===== config.mk =====
export PLATFORM = sky130hd
export DESIGN_NAME = serial_subtractor_flat
export DESIGN_NICKNAME = d
export VERILOG_FILES = /design/src/rtl/serial_arith_pkg.sv /design/src/rtl/serial_subtractor_if.sv /design/src/rtl/full_subtractor.sv /design/src/rtl/serial_subtractor.sv /design/src/flat_wrapper.sv
export SDC_FILE = /design/constraint.sdc
export NUM_CORES = 1
export LEC_CHECK = 0
export BUFFER_PORTS_ARGS = -buffer_cell sky130_fd_sc_hd__buf_2
export CAP_MARGIN = 40
export CORE_ASPECT_RATIO = 1.25
export CORE_MARGIN = 2
export CORE_UTILIZATION = 40
export CTS_CLUSTER_DIAMETER = 100
export CTS_CLUSTER_SIZE = 16
export DETAILED_ROUTE_END_ITERATION = 10
export HOLD_SLACK_MARGIN = 0.15
export SYNTH_ARGS = -nofsm -noshare
export SYNTH_HDL_FRONTEND = slang
export SYNTH_SLANG_ARGS = --single-unit

===== constraint.sdc =====
create_clock -name clk -period 7.8 [get_ports clk]
set_input_delay 1.17 -clock clk [delete_from_list [all_inputs] [get_ports clk]]
set_output_delay 1.17 -clock clk [all_outputs]
set_load 0.01 [all_outputs]

===== src/rtl/serial_arith_pkg.sv =====
// Shared types and limits for the bit-serial arithmetic blocks.
package serial_arith_pkg;

    localparam int MAX_WIDTH = 64;

    typedef enum logic [1:0] {
        IDLE = 2'd0,
        RUN  = 2'd1,
        DONE = 2'd2
    } state_e;

endpackage


===== src/rtl/serial_subtractor_if.sv =====
// Operand/result handshake bundle for serial_subtractor.
interface serial_subtractor_if #(
    parameter int WIDTH = 32
);
    logic             in_valid;
    logic             in_ready;
    logic [WIDTH-1:0] a;
    logic [WIDTH-1:0] b;
    logic             bin;
    logic             out_valid;
    logic             out_ready;
    logic [WIDTH-1:0] d;
    logic             bout;

    modport master (
        output in_valid, a, b, bin, out_ready,
        input  in_ready, out_valid, d, bout
    );

    modport slave (
        input  in_valid, a, b, bin, out_ready,
        output in_ready, out_valid, d, bout
    );
endinterface


===== src/rtl/full_subtractor.sv =====
// One-bit full subtractor: x - y - bi, giving difference and borrow-out.
module full_subtractor (
    input  logic x,
    input  logic y,
    input  logic bi,
    output logic diff,
    output logic bo
);
    assign diff = x ^ y ^ bi;
    assign bo   = (~x & y) | (~x & bi) | (y & bi);
endmodule


===== src/rtl/serial_subtractor.sv =====
// Bit-serial subtractor, LSB first, one bit per cycle through a single full_subtractor.
module serial_subtractor
    import serial_arith_pkg::*;
#(
    parameter int WIDTH = 32
) (
    input  logic               clk,
    input  logic               rst,
    serial_subtractor_if.slave io_bus
);
    localparam int CW = (WIDTH > 1) ? $clog2(WIDTH) : 1;
    localparam logic [CW-1:0] CNT_LAST = CW'(WIDTH - 1);

    if (WIDTH < 1 || WIDTH > MAX_WIDTH) begin : g_bad_width
        $error("serial_subtractor: WIDTH out of range 1..64");
    end

    state_e           r_state;
    logic [WIDTH-1:0] r_a_sr;
    logic [WIDTH-1:0] r_b_sr;
    logic [WIDTH-1:0] r_d;
    logic [CW-1:0]    r_cnt;
    logic             r_borrow;
    logic             r_bout;
    logic             r_in_ready;
    logic             r_out_valid;

    logic             w_diff;
    logic             w_bo;
    logic [WIDTH-1:0] w_d_next;

    full_subtractor u_fs (
        .x    (r_a_sr[0]),
        .y    (r_b_sr[0]),
        .bi   (r_borrow),
        .diff (w_diff),
        .bo   (w_bo)
    );

    // Diff bits enter at the MSB so the result is LSB-aligned after WIDTH shifts.
    if (WIDTH == 1) begin : g_d_one
        assign w_d_next = w_diff;
    end else begin : g_d_wide
        assign w_d_next = {w_diff, r_d[WIDTH-1:1]};
    end

    // NOTE: all state uses non-blocking assignments so every register samples pre-edge values.
    always_ff @(posedge clk or posedge rst) begin
        if (rst) begin
            r_state     <= IDLE;
            r_a_sr      <= '0;
            r_b_sr      <= '0;
            r_d         <= '0;
            r_cnt       <= '0;
            r_borrow    <= 1'b0;
            r_bout      <= 1'b0;
            r_in_ready  <= 1'b1;
            r_out_valid <= 1'b0;
        end else begin
            case (r_state)
                IDLE: begin
                    if (io_bus.in_valid) begin
                        r_a_sr     <= io_bus.a;
                        r_b_sr     <= io_bus.b;
                        r_borrow   <= io_bus.bin;
                        r_cnt      <= '0;
                        r_in_ready <= 1'b0;
                        r_state    <= RUN;
                    end
                end
                RUN: begin
                    r_d      <= w_d_next;
                    r_a_sr   <= r_a_sr >> 1;
                    r_b_sr   <= r_b_sr >> 1;
                    r_borrow <= w_bo;
                    r_cnt    <= r_cnt + CW'(1);
                    if (r_cnt == CNT_LAST) begin
                        r_bout      <= w_bo;
                        r_out_valid <= 1'b1;
                        r_state     <= DONE;
                    end
                end
                DONE: begin
                    if (io_bus.out_ready) begin
                        r_out_valid <= 1'b0;
                        r_in_ready  <= 1'b1;
                        r_state     <= IDLE;
                    end
                end
                default: begin
                    r_out_valid <= 1'b0;
                    r_in_ready  <= 1'b1;
                    r_state     <= IDLE;
                end
            endcase
        end
    end

    assign io_bus.in_ready  = r_in_ready;
    assign io_bus.out_valid = r_out_valid;
    assign io_bus.d         = r_d;
    assign io_bus.bout      = r_bout;

    a_no_overlap: assert property (@(posedge clk) disable iff (rst)
        !(io_bus.out_valid && io_bus.in_ready));

    a_hold_stable: assert property (@(posedge clk) disable iff (rst)
        (io_bus.out_valid && !io_bus.out_ready) |=> ($stable(io_bus.d) && $stable(io_bus.bout)));

endmodule


===== src/flat_wrapper.sv =====
// flat-port wrapper written by rule: the top's interface ports become plain ports
module serial_subtractor_flat import serial_arith_pkg::*;
#(
    parameter int WIDTH = 32
)
  (clk, rst, io_bus_in_valid, io_bus_a, io_bus_b, io_bus_bin, io_bus_out_ready, io_bus_in_ready, io_bus_out_valid, io_bus_d, io_bus_bout);
  serial_subtractor_if #(.WIDTH(WIDTH)) io_bus_i ();
  input  logic clk;
  input  logic rst;
  input wire logic [$bits(io_bus_i.in_valid)-1:0] io_bus_in_valid;
  input wire logic [$bits(io_bus_i.a)-1:0] io_bus_a;
  input wire logic [$bits(io_bus_i.b)-1:0] io_bus_b;
  input wire logic [$bits(io_bus_i.bin)-1:0] io_bus_bin;
  input wire logic [$bits(io_bus_i.out_ready)-1:0] io_bus_out_ready;
  output wire logic [$bits(io_bus_i.in_ready)-1:0] io_bus_in_ready;
  output wire logic [$bits(io_bus_i.out_valid)-1:0] io_bus_out_valid;
  output wire logic [$bits(io_bus_i.d)-1:0] io_bus_d;
  output wire logic [$bits(io_bus_i.bout)-1:0] io_bus_bout;
  assign io_bus_i.in_valid = io_bus_in_valid;
  assign io_bus_i.a = io_bus_a;
  assign io_bus_i.b = io_bus_b;
  assign io_bus_i.bin = io_bus_bin;
  assign io_bus_i.out_ready = io_bus_out_ready;
  assign io_bus_in_ready = io_bus_i.in_ready;
  assign io_bus_out_valid = io_bus_i.out_valid;
  assign io_bus_d = io_bus_i.d;
  assign io_bus_bout = io_bus_i.bout;
  serial_subtractor #(.WIDTH(WIDTH)) u_core (.clk(clk), .rst(rst), .io_bus(io_bus_i));
endmodule

Yosys cells after proc, flatten, opt, wreduce, memory -nomap -nowiden --
Index checks and enable logic that the tools add are counted.
Cells by class: eq/ne operators 6, reductions and logical operators 7, bitwise logic cells 10, multiplexer cells 18, add/sub/neg operators 1
Operator list (number):
- $pmux 32 s2 | 2
- $mux 32 | 2
- $pmux 5 s2 | 1
- $reduce_and 3->1 | 3
- $mux 2 | 3
- $pmux 1 s3 | 2
- $pmux 2 s3 | 1
- $add 5x1->5 const B | 1
- $eq 5x5->1 const B | 1
- $mux 1 | 5
- $mux 5 | 1
- $ne 2x2->1 const B | 2
- $reduce_and 2->1 | 2
- $and 1x1->1 | 3
- $not 1->1 | 3
- $eq 2x1->1 const B | 1
- $eq 2x2->1 const B | 1
- $logic_not 2->1 | 1
- $ne 2x1->1 const B | 1
- $or 1x1->1 | 2
- $pmux 1 s2 | 1
- $reduce_bool 2->1 | 1
- $xor 1x1->1 | 2
Storage, ports and cells: register bits 107, bits of input ports 69, word-level logic and storage cells 51, output and inout bits 35

Depth between registers and ports, before layout --
word-level depth 5, mapped depth 6, gate-level depth less buffers 5

By module --
From an unflattened synthesis, not the netlist that was laid out.
Second synthesis, totals: cells, all modules 453, area, all modules 4918.5 um^2
Modules (own cells, without submodules):
- serial_subtractor | area an instance 4890.9 um^2, instances 1, seq. area each 2678.8 um^2, cells an instance 450
- full_subtractor | area an instance 27.5 um^2, instances 1, seq. area each 0.0 um^2, cells an instance 3

Worst setup path after synthesis --
Ideal clock, no wire load.
path kind in2reg, from input io_bus_in_valid, to register u_core.r_a_sr[0], data arrival time 1774 ps, path slack 5891 ps, setup time 135 ps, required time 7665 ps, buffers on the path 2, cell stages on the path 5, cell sequence nor2b_1 buf_4 buf_4 a2bb2oi_1 o21ai_0
Between the ends: word-level cells in the longest chain between the ends 2
Ends and longest elaborated chain:
- start, declared | line flat_wrapper.sv:10 | input wire logic [$bits(io_bus_i.in_valid)-1:0] io_bus_in_valid;
- $ne 2x2->1 (no source line)
- $reduce_and 2->1 (no source line)
- end signal, assigned | line serial_subtractor.sv:63 | r_a_sr <= io_bus.a;
- end signal, assigned | line serial_subtractor.sv:73 | r_a_sr <= r_a_sr >> 1;
- end, declared | line serial_subtractor.sv:19 | logic [WIDTH-1:0] r_a_sr;
Every way passes these cells. A chain may end at the register's enable or synchronous reset.

Worst setup path after layout --
from input io_bus_in_valid, to register u_core.r_a_sr[30]
Same word-level chain as after synthesis.

==> impl_metrics.csv <==
group,metric,value,unit
outcome,outcome,"finished, final reports clean",
power_and_ir_drop,leakage,2.83,nW
grt,grt_pass1_vias,4060,
yosys,synth_most_common_cell,"dfrtp_1",
layout,fillCellCount,1252,
yosys,ys_top_cells_by_area,"dfrtp_1 (52%), a22oi_1 (8.7%), nand2_1 (7.7%)",
detailed_routing,detail-route-antenna-nets,0,
detailed_routing,finalWirelength,11800,um
clock_tree,cts_sinks,107,
yosys,synthTopCellsByCount,"dfrtp_1 (106), nand2_1 (104), a21oi_1 (66)",
hold_path,hold_path.class,"flop to flop",
critical_path,crit_buf_inv,3,
power_and_ir_drop,vdd_drop_max,0.000162,V
grt,antenna_found_initial,0,
yosys,synth_warnings,0,
critical_path,endpoint_kind,"flop",
grt,grt_max_degree,80,
yosys,syn_avg_cell_area,9.42,um^2
yosys,synthMuxAreaShare,0.444,%
timing,finalCritPeriodShare,36.2,%
place,dpl.hpwl,7390,um
floorplan,start_util,40.5,%
timing,setup_viol,0,
timing,fin_ws,4.98,ns
layout,final_core_util,47.5,%
detailed_routing,via_per_inst,5.20,
clock_tree,cts_buffers,9,
layout,final_nets,689,
critical_path,worst_path_most_repeated_cell,"buf_4",
yosys,synth_compound_area_share,23.2,%
floorplan,die_w,105,um
hold_path,hold_depth,2,
clock_tree,root_buffer,"clkbuf_16",
yosys,syn_nets,611,
flow_run,cap_violations,0,
yosys,synth_top_family_by_area,"compound AO/OA/AOI/OAI gates",
floorplan,core-area,12500,um^2
yosys,synthDistinctLibCells,29,
detailed_routing,drt_iter0_markers,272,
yosys,synth_top_area_cell,"dfrtp_1",
critical_path,reg2regPathDepth,5,
clock_tree,clk_latency,0.35,ns
place,placed_cell_area,5650,um^2
timing,skew,0.00757,ns
yosys,synth_simple_gate_area_share,17.0,%
timing,hold_violations,0,
critical_path,path_delay_family,"buffers and inverters",
timing,rsz0062_at_grt,"false",
yosys,synth_xor_area_share,0,%
power_and_ir_drop,pwr_density_cell,360,nW/um^2
timing,fmaxAchievable,0.355,GHz
clock_tree,htreeDepth,3,
critical_path,critPathLaunchType,"primary input",
detailed_routing,via_count,4117,
yosys,netlist_area,5080,um^2
power_and_ir_drop,power.total,2.15,mW
clock_tree,clockBufferDepth,2,
floorplan,fp-row-count,46,
detailed_routing,wl_per_cell,14.9,um
timing,fin_crit,2.82,ns
timing,final_max_slew_viol_count,0,
place,gp_congestion,0.742,
clock_tree,cts_hold_buf,0,
critical_path,crit_type,"primary input to flop",
timing,tns,0,ns
yosys,synthCells,539,
yosys,async_flop_share,100,%
floorplan,io_pins,104,
critical_path,critPathArrivalTime,3.08,ns
timing,tightest_slew,0.823,ns
grt,grtUsageTotal,17.8,%
critical_path,path_max_fanout,67,
critical_path,cp.depth,6,
place,portBuffers,103,
yosys,ys_seq_area_share,52.8,%
yosys,synth-adder-area-share,0.887,%
grt,grt-ovfl-total,0,
clock_tree,clkSlewWorstSetupHoldPaths,0.08,ns
clock_tree,post_cts_buffers,0,
yosys,synth_edf_count,0,
floorplan,die_area,13600,um^2
clock_tree,cts_tree,"built",
critical_path,slowest_delay,0.54,ns
layout,area_delta_synth_final,17.4,%
timing,maxSlewHeadroom,45.0,%
critical_path,slowest_stage,"buf_4",
layout,drive_above_1_share,21.9,%
critical_path,critical_path_required,8.06,ns
clock_tree,cts_resized,0,
floorplan,fp.dieH,130,um
critical_path,crit_chain,"buf_2 > buf_4 > nor2b_4 > buf_4 > a21oi_1 > o21ai_0",
yosys,ys_ff_latch,107,
detailed_routing,drtPass1Iterations,4,
yosys,synth_top_area_share,52.2,%
detailed_routing,drcViolationCount,0,
place,pre_cts_ws,4.59,ns
grt,grt_pass1_wl,20000,um
layout,stdcell_area,5960,um^2
yosys,synth_flop_cell,"dfrtp_1",
-- cell families after synthesis --
logic type / Yosys count
mux: 2
fa+ha+maj: 3
flops: 107
simple gates: 179
compound gates: 201
buf+inv: 47
-- per-layer routing --
layer	share of wire (%)	global-route usage, %	vias up
met1	46	24.4	1995
met4	1.2	6.51	0
met2	49	29.1	90
met3	3.6	2.60	9
li1	-	-	2023
met5	0	0	-
-- state kept, by name (all words and copies together), names as in the netlist --
name                     count
u_core.r_borrow              1
u_core.io_bus.d             32
u_core.r_state               2
u_core.r_b_sr               32
u_core.r_a_sr               32
u_core.r_cnt                 5
u_core.io_bus.in_ready       1
u_core.io_bus.out_valid      1
u_core.io_bus.bout           1
-- power by group --
part	internal [mW]	switching (mW)
sequential	0.784	0.168
clock	0.258	0.220
combinational	0.317	0.398
-- path summary, 6_finish.rpt --
kind	slack, ns	start	end
setup / recovery	4.98	io_bus_in_valid	u_core.r_a_sr[30]
hold / removal	0.49	u_core.io_bus.d[27]	u_core.io_bus.d[26]
setup reg to reg	5.51	u_core.r_state[1]	u_core.r_a_sr[30]
hold reg to reg	0.49	u_core.io_bus.d[27]	u_core.io_bus.d[26]
max in group asynchronous	5.96	rst	u_core.r_state[1]
min in group asynchronous	0.81	rst	u_core.io_bus.d[25]
-- area by class of cell --
cell class	instances	area [um^2]	area share, %
sequential	107	2680	45.0
multi-input combinational	385	2120	35.6
timing repair buffer	112	623	10.5
clock buffer	9	225	3.78
tap	168	210	3.53
clock inverter	7	87.6	1.47
inverter	2	10.0	0.168
antenna	1	2.50	0.0420
-- worst register-to-register path, cell delays in order, from the launching register on --
cell and delay (ns):
dfrtp_2 0.62, buf_4 0.39, nor2b_4 0.34, buf_4 0.51
a21oi_1 0.17, o21ai_0 0.18
-- cells in the final DEF (no fill, tap or decap), types with 2 or more instances in the layout --
master and n:
o21ai_1 22, nor2b_4 2, inv_8 2, clkbuf_16 9
dfrtp_1 104, nor2_1 4, buf_16 2, buf_4 7
and3b_1 5, a22oi_1 59, nand2_1 104, nor2b_1 59
inv_6 4, o21ai_0 47, a21oi_1 66, buf_2 103
a22o_1 3, nand2b_1 2, dfrtp_2 2, mux2_2 2
ha_1 2
-- metrics by stage --
step,hold slack [ns],instances
finish,0.489,791
global route,0.504,790
CTS,0.490,790
detailed placement,0.474,774
global placement,0.459,772
floorplan,0.450,539
(Power assumes the default switching activity.)
